<file path="src/rtl/retire_pkg.sv">
// retire_pkg: shared types for the retire stage.
//   addr_t / gpreg_t  : XLEN-wide address and general-purpose register types
//   ex_code_t         : exception cause codes carried by the exec units
//   exec_result       : per-instruction result from the exec result mux
//   retire_entry      : one completed instruction offered to retire
//   retire_state_t    : retire control FSM states
//   mcause_of()       : exception code -> mcause value
package retire_pkg;

  localparam int XLEN = 32;
  localparam int EX_W = 4;

  typedef logic [XLEN-1:0] addr_t;
  typedef logic [XLEN-1:0] gpreg_t;

  typedef enum logic [EX_W-1:0] {
    EX_INSTR_ADDR_MISALIGNED  = 4'd0,
    EX_INSTR_ACCESS_FAULT     = 4'd1,
    EX_ILLEGAL_INSTR          = 4'd2,
    EX_BREAKPOINT             = 4'd3,
    EX_LOAD_ADDR_MISALIGNED   = 4'd4,
    EX_LOAD_ACCESS_FAULT      = 4'd5,
    EX_STORE_ADDR_MISALIGNED  = 4'd6,
    EX_STORE_ACCESS_FAULT     = 4'd7,
    EX_ECALL_U                = 4'd8,
    EX_ECALL_M                = 4'd11
  } ex_code_t;

  typedef struct packed {
    logic [4:0] rd_idx;
    gpreg_t     rd_val;     // don't-care when rd_we=0 (may be X)
    logic       br_valid;
    addr_t      br_target;
    logic       ex_valid;
    ex_code_t   ex;
    gpreg_t     ex_tval;
    logic       ret_valid;
  } exec_result;

  typedef struct packed {
    addr_t      pc;
    logic       rd_we;
    exec_result res;
  } retire_entry;

  typedef enum logic {
    RETIRE_RUN,
    RETIRE_REDIRECT
  } retire_state_t;

  // Synchronous exceptions only: interrupt bit clear, code zero-extended.
  function automatic gpreg_t mcause_of(input ex_code_t ex);
    return {{(XLEN-EX_W){1'b0}}, ex};
  endfunction

endpackage

</file>
<file path="src/rtl/retire_trap_regs.sv">
// retire_trap_regs: mepc / mcause / mtval storage with a single write strobe.
//   clk, rst     : clock, synchronous active-high reset
//   we           : load all three registers this cycle
//   epc/cause/tval: values loaded on we
//   mepc/mcause/mtval: current register contents
module retire_trap_regs
  import retire_pkg::*;
#(
  parameter addr_t MEPC_RESET = '0
) (
  input  logic   clk,
  input  logic   rst,
  input  logic   we,
  input  addr_t  epc,
  input  gpreg_t cause,
  input  gpreg_t tval,
  output addr_t  mepc,
  output gpreg_t mcause,
  output gpreg_t mtval
);

  addr_t  mepc_q,   mepc_d;
  gpreg_t mcause_q, mcause_d;
  gpreg_t mtval_q,  mtval_d;

  always_comb begin
    mepc_d   = mepc_q;
    mcause_d = mcause_q;
    mtval_d  = mtval_q;
    if (we) begin
      mepc_d   = epc;
      mcause_d = cause;
      mtval_d  = tval;
    end
  end

  always_ff @(posedge clk) begin
    if (rst) begin
      mepc_q   <= MEPC_RESET;
      mcause_q <= '0;
      mtval_q  <= '0;
    end else begin
      mepc_q   <= mepc_d;
      mcause_q <= mcause_d;
      mtval_q  <= mtval_d;
    end
  end

  assign mepc   = mepc_q;
  assign mcause = mcause_q;
  assign mtval  = mtval_q;

endmodule

</file>
<file path="src/rtl/retire.sv">
// retire: consumer end of the execution-result stream.
//   clk, rst                      : clock, synchronous active-high reset
//   entry_valid/entry_ready/entry : completed-instruction input (one per cycle)
//   mtvec                         : trap vector base (direct mode, [1:0] ignored)
//   rf_we/rf_waddr/rf_wdata       : registered register-file write port
//   redirect_valid/ready/target   : fetch redirect, held stable until accepted
//   flush                         : one-cycle pulse, discard younger work
//   mepc/mcause/mtval             : trap register view
//   instret                       : retired-instruction counter (wraps)
module retire
  import retire_pkg::*;
#(
  parameter int    INSTRET_WIDTH = 64,
  parameter addr_t MEPC_RESET    = '0
) (
  input  logic                     clk,
  input  logic                     rst,
  input  logic                     entry_valid,
  output logic                     entry_ready,
  input  retire_entry              entry,
  input  addr_t                    mtvec,
  output logic                     rf_we,
  output logic [4:0]               rf_waddr,
  output gpreg_t                   rf_wdata,
  output logic                     redirect_valid,
  input  logic                     redirect_ready,
  output addr_t                    redirect_target,
  output logic                     flush,
  output addr_t                    mepc,
  output gpreg_t                   mcause,
  output gpreg_t                   mtval,
  output logic [INSTRET_WIDTH-1:0] instret
);

  retire_state_t state_q, state_d;

  addr_t                    target_q, target_d;
  logic                     flush_q, flush_d;
  logic                     rf_we_q, rf_we_d;
  logic [4:0]               rf_waddr_q, rf_waddr_d;
  gpreg_t                   rf_wdata_q, rf_wdata_d;
  logic [INSTRET_WIDTH-1:0] instret_q, instret_d;

  logic fire;
  logic is_ex, is_ret, is_br;
  logic redirects;
  logic wr_ok;
  logic retired;
  logic trap_we;

  // Direct-mode vector: low two bits are mode bits and never reach the PC.
  logic unused_mtvec_lsb;
  assign unused_mtvec_lsb = ^mtvec[1:0];

  // Entry decode. Exception outranks MRET, which outranks branch/jump.
  always_comb begin
    fire      = entry_valid && entry_ready;
    is_ex     = entry.res.ex_valid;
    is_ret    = !is_ex && entry.res.ret_valid;
    is_br     = !is_ex && !is_ret && entry.res.br_valid;
    redirects = fire && (is_ex || is_ret || is_br);
    // Branch/jump still writes its link register; trap and MRET never do.
    wr_ok     = fire && !is_ex && !is_ret && entry.rd_we && (entry.res.rd_idx != 5'd0);
    retired   = fire && !is_ex;
    trap_we   = fire && is_ex;
  end

  // ---------------- FSM: state register ----------------
  always_ff @(posedge clk) begin
    if (rst) state_q <= RETIRE_RUN;
    else     state_q <= state_d;
  end

  // ---------------- FSM: next state ----------------
  always_comb begin
    state_d = state_q;
    unique case (state_q)
      RETIRE_RUN:      if (redirects)      state_d = RETIRE_REDIRECT;
      RETIRE_REDIRECT: if (redirect_ready) state_d = RETIRE_RUN;
      default:                             state_d = RETIRE_RUN;
    endcase
  end

  // ---------------- FSM: outputs ----------------
  always_comb begin
    entry_ready    = 1'b0;
    redirect_valid = 1'b0;
    unique case (state_q)
      RETIRE_RUN:      entry_ready    = 1'b1;
      RETIRE_REDIRECT: redirect_valid = 1'b1;
      default:         entry_ready    = 1'b0;
    endcase
  end

  // ---------------- datapath next values ----------------
  always_comb begin
    // Target only changes on an accepted entry, and entries are only
    // accepted in RUN, so it is stable for the whole REDIRECT stall.
    target_d = target_q;
    if (fire) begin
      if (is_ex)       target_d = {mtvec[XLEN-1:2], 2'b00};
      else if (is_ret) target_d = mepc;  // trap before MRET has already landed
      else if (is_br)  target_d = entry.res.br_target;
    end

    flush_d    = redirects;
    rf_we_d    = wr_ok;
    // Gate address and data so a branch's X rd_val never reaches the port.
    rf_waddr_d = wr_ok ? entry.res.rd_idx : 5'd0;
    rf_wdata_d = wr_ok ? entry.res.rd_val : '0;
    instret_d  = instret_q + {{(INSTRET_WIDTH-1){1'b0}}, retired};
  end

  always_ff @(posedge clk) begin
    if (rst) begin
      target_q   <= '0;
      flush_q    <= 1'b0;
      rf_we_q    <= 1'b0;
      rf_waddr_q <= '0;
      rf_wdata_q <= '0;
      instret_q  <= '0;
    end else begin
      target_q   <= target_d;
      flush_q    <= flush_d;
      rf_we_q    <= rf_we_d;
      rf_waddr_q <= rf_waddr_d;
      rf_wdata_q <= rf_wdata_d;
      instret_q  <= instret_d;
    end
  end

  retire_trap_regs #(
    .MEPC_RESET(MEPC_RESET)
  ) u_trap_regs (
    .clk    (clk),
    .rst    (rst),
    .we     (trap_we),
    .epc    (entry.pc),
    .cause  (mcause_of(entry.res.ex)),
    .tval   (entry.res.ex_tval),
    .mepc   (mepc),
    .mcause (mcause),
    .mtval  (mtval)
  );

  assign redirect_target = target_q;
  assign flush           = flush_q;
  assign rf_we           = rf_we_q;
  assign rf_waddr        = rf_waddr_q;
  assign rf_wdata        = rf_wdata_q;
  assign instret         = instret_q;

endmodule

</file>
<file path="config.mk">
export PLATFORM = sky130hd
export DESIGN_NAME = retire
export DESIGN_NICKNAME = d
export VERILOG_FILES = /design/src/rtl/retire_pkg.sv /design/src/rtl/retire_trap_regs.sv /design/src/rtl/retire.sv
export SDC_FILE = /design/constraint.sdc
export NUM_CORES = 1
export LEC_CHECK = 0
export ABC_AREA = 1
export CAP_MARGIN = 40
export CORE_AREA = 2 2 159 161
export CTS_CLUSTER_DIAMETER = 60
export DETAILED_ROUTE_END_ITERATION = 10
export DIE_AREA = 0 0 161 163
export PLACE_DENSITY = 0.76
export SLEW_MARGIN = 20
export SYNTH_ARGS = -nofsm -noshare
export SYNTH_HDL_FRONTEND = slang
export SYNTH_SLANG_ARGS = --single-unit
</file>
<file path="constraint.sdc">
create_clock -name clk -period 3.7 [get_ports clk]
set_input_delay 0.555 -clock clk [delete_from_list [all_inputs] [get_ports clk]]
set_output_delay 0.555 -clock clk [all_outputs]
set_load 0.01 [all_outputs]
</file>
==> summary.txt <==
status: complete, no violations
GPL Wtd Cong: 0.879
area of the placeable core: 24700 sq um
dominant cell type by count on the critical path: inv_2
CTS clk-pin slew, worst paths: 0.06 ns
top routing layer in use: met5
final-report hold violation count: 0
post-synthesis async set-or-reset flop share: 0
Remaining DRCs: 0
worst hold-check path type: input pin to flip-flop
top library cells by usage in the layout, fill and taps aside: clkdlybuf4s50_1 (377), nand2_1 (306), nor2_1 (204), dfxtp_1 (204), inv_1 (117)
endpoint kind of the worst setup timing path: flip-flop
height of the die: 163 um
overall overflow remaining after global route: 0
fraction of layout cells with a size suffix above 1: 0.0610
via total after detailed routing: 9718
antenna violations before repair: 2
routed wire length: 33.2 mm
P per Cell Area: 404 nW/um^2
Gate Count Post-Synth: 1292
commonest non-fill, non-tap cell in the layout: clkdlybuf4s50_1
Root Driver: clkbuf_16
Post-DRT Antenna Nets: 0
final setup skew: 0.0226 ns
floorplan die width: 161 um
post-cts sizing count: 0
maximum capacitance violations: 0
total power consumption of the routed design: 5.66 mW
portion of total power attributed to the clock network: 0.473
buffering stage count on the worst path with inverters included: 5
fraction of power spent switching nets: 0.246
Worst Path Max Fanout: 68
I/O pins: 410
flip-flop and latch count after synthesis: 204
maximum vdd ir drop: 0.000338 V
power share of the combinational group: 0.118
setup tns final: 0 ns
Setup Buffers After CTS: 0
internal portion of total power: 4.27 mW
Area Overhead vs Synth: 54.2%
power share of the sequential group: 0.409
area enclosed by the die boundary: 26200 sq um
Global Route Usage Sum: 0.242
arrival time at the worst endpoint: 2.94 ns
clock tree from TritonCTS: built
Clk Latency, worst-skew pair: 0.53 ns
Setup Viol. Count Final: 0
Filler Cell Count: 2289
shortest clock period the worst path allows after layout: 2.50 ns
routed wire length on met2: 16.6 mm
cell with the largest stage delay on the worst path: buf_4
portion of the post-synthesis area used by sequential elements: 0.450
worst path required time: 4.14 ns
wire length of the first global-routing pass: 50.8 mm
H-tree levels: 1
Min Hold Slack: 0.423 ns
synthesized area divided by synthesized cell count: 7.03 sq um
number of global-route vias before repair: 9292
final-stage net count: 1830
Netlist cell types: 31
delay of the slowest critical-path stage: 0.58 ns
ordered cell list for the critical path: clkdlybuf4s50_1, nand2_1, inv_2, buf_4, o21ai_1, inv_2, buf_12, o21ai_0, a31oi_1
primary flip-flop cell chosen by synthesis mapping: dfxtp_1
post-DR vias/cell: 4.85
met3 WL: 2.77 mm
number of buffers inserted during clock tree synthesis: 27
Worst setup SP type: input pin
clock sinks: 204
class of the most critical setup path: input pin to flip-flop
f_max: 400 MHz
FP Rows: 58
HPWL reported at the end of detailed placement: 24.6 mm
summed instance area of the synthesized netlist: 9080 sq um
number of enable-type register cells in the synthesized netlist: 0
initial core utilization: 0.368
maximum number of pins on one net before global-route repair: 69
First DRT Iteration DRCs: 535
family with the most delay on the worst path: buffers and inverters
transition time of the tightest slew-check pin: 0.812 ns
wl on met1: 12.6 mm
count of TritonRoute iterations in the first routing pass: 5
unrepaired setup endpoints after global routing: no
synthesis warning total: 0
tightest slew margin relative to the limit: 0.458
post-route fraction of the period consumed by the critical path: 0.676
Max Root-Sink Buffers: 3
final slew viol count: 0
count of buffers from port buffering: 379
number of hold buffers added after cts: 0
leakage power total: 5.45 nW
average routed wire per standard cell: 16.6 um
net switching power: 1.39 mW
power by group through the flow:
| stage | registers [mW] | logic [mW] | clock network [mW] |
|---|---|---|---|
| floorplan | 2.39 | 0.239 | 0 |
| global placement | 2.36 | 0.656 | 0 |
| detailed placement | 2.36 | 0.670 | 0 |
| CTS | 2.31 | 0.674 | 2.73 |
| global route | 2.32 | 0.721 | 2.82 |
| finish | 2.31 | 0.671 | 2.68 |
routing by layer:
metal,global-route usage,up-vias
li1,-,4814
met1,0.276,4481
met2,0.426,349
met3,0.0723,72
met4,0.0946,2
met5,0,-
flip-flops by register name, indices dropped and copies added (netlist names):
| signal | flops |
|---|---|
| redirect_target | 32 |
| u_trap_regs.mtval | 32 |
| state_q | 1 |
| rf_wdata | 32 |
| rf_waddr | 5 |
| u_trap_regs.mepc | 32 |
| rf_we | 1 |
| u_trap_regs.mcause | 4 |
| instret | 64 |
| flush | 1 |
stage by stage:
step | util | worst slack (ns) | cell area [sq um] | instances
floorplan | - | 1.54 | 9180 | 1319
global placement | 0.528 | 0.762 | 13000 | 1950
detailed placement | 0.530 | 0.716 | 13100 | 1952
CTS | 0.567 | 1.26 | 14000 | 2001
global route | 0.567 | 0.977 | 14000 | 2002
finish | 0.567 | 1.20 | 14000 | 2002
worst register-to-register path, delay by kind of cell, from the launching register on:
kind	cells	cell delay, ns
buf+inv	5	1.33
compound gates	3	0.62
flops	1	0.34
simple gates	1	0.06
cell usage after synthesis, types with 2 or more instances:
library cell / number / area (sq um)
inv_1: 118 / 443
nor2_8: 2 / 40.0
xnor2_1: 3 / 26.3
buf_4: 28 / 210
nand3_2: 2 / 20.0
xor2_1: 11 / 96.3
buf_2: 11 / 55.1
buf_1: 9 / 33.8
nand2_2: 7 / 43.8
nand2_1: 307 / 1150
nor2_4: 5 / 56.3
o21ai_0: 43 / 215
nor2_2: 12 / 75.1
nor2b_1: 2 / 12.5
inv_2: 8 / 30.0
nor3_1: 3 / 15.0
nand2_4: 4 / 45.0
nand4_1: 12 / 75.1
a22oi_1: 30 / 225
clkbuf_1: 39 / 146
o21bai_1: 6 / 45.0
a21oi_1: 88 / 440
nand3_1: 95 / 475
ha_1: 2 / 25.0
a31oi_1: 32 / 200
dfxtp_1: 204 / 4080
nor2_1: 205 / 769
cell type report:
cell class | instances | area (sq um) | share of cell area
Clock buffer | 37 | 783 | 0.0559
Timing Repair Buffer | 390 | 3920 | 0.280
Sequential cell | 204 | 4080 | 0.292
Tap cell | 330 | 413 | 0.0295
Inverter | 126 | 473 | 0.0338
Antenna cell | 1 | 2.50 | 0.000179
Clock inverter | 12 | 140 | 0.0100
Multi-Input combinational cell | 902 | 4180 | 0.299
cells by family (layout without fill, tap and decap cells):
kind of cell,Yosys count,in the layout,share of synthesized area
AOI/OAI and AO/OA,202,202,0.126
DFF,204,204,0.450
buffers and inverters,213,565,0.101
and+or+nand+nor,656,656,0.306
other,1,29,0.000413
adders and majority gates,2,2,0.00276
xor gates and xnor gates,14,14,0.0135
path summary, 6_finish.rpt:
kind | startpoint | to | slack (ns) | cells after the start
worst max-delay path | entry_valid | redirect_target[11] | 1.20 | 9
worst min-delay path | entry[37] | u_trap_regs.mtval[29] | 0.42 | 3
worst max register to register | state_q | redirect_target[11] | 1.26 | 9
worst min register to register | u_trap_regs.mtval[24] | u_trap_regs.mtval[24] | 0.46 | 2
(Power assumes the default switching activity.)
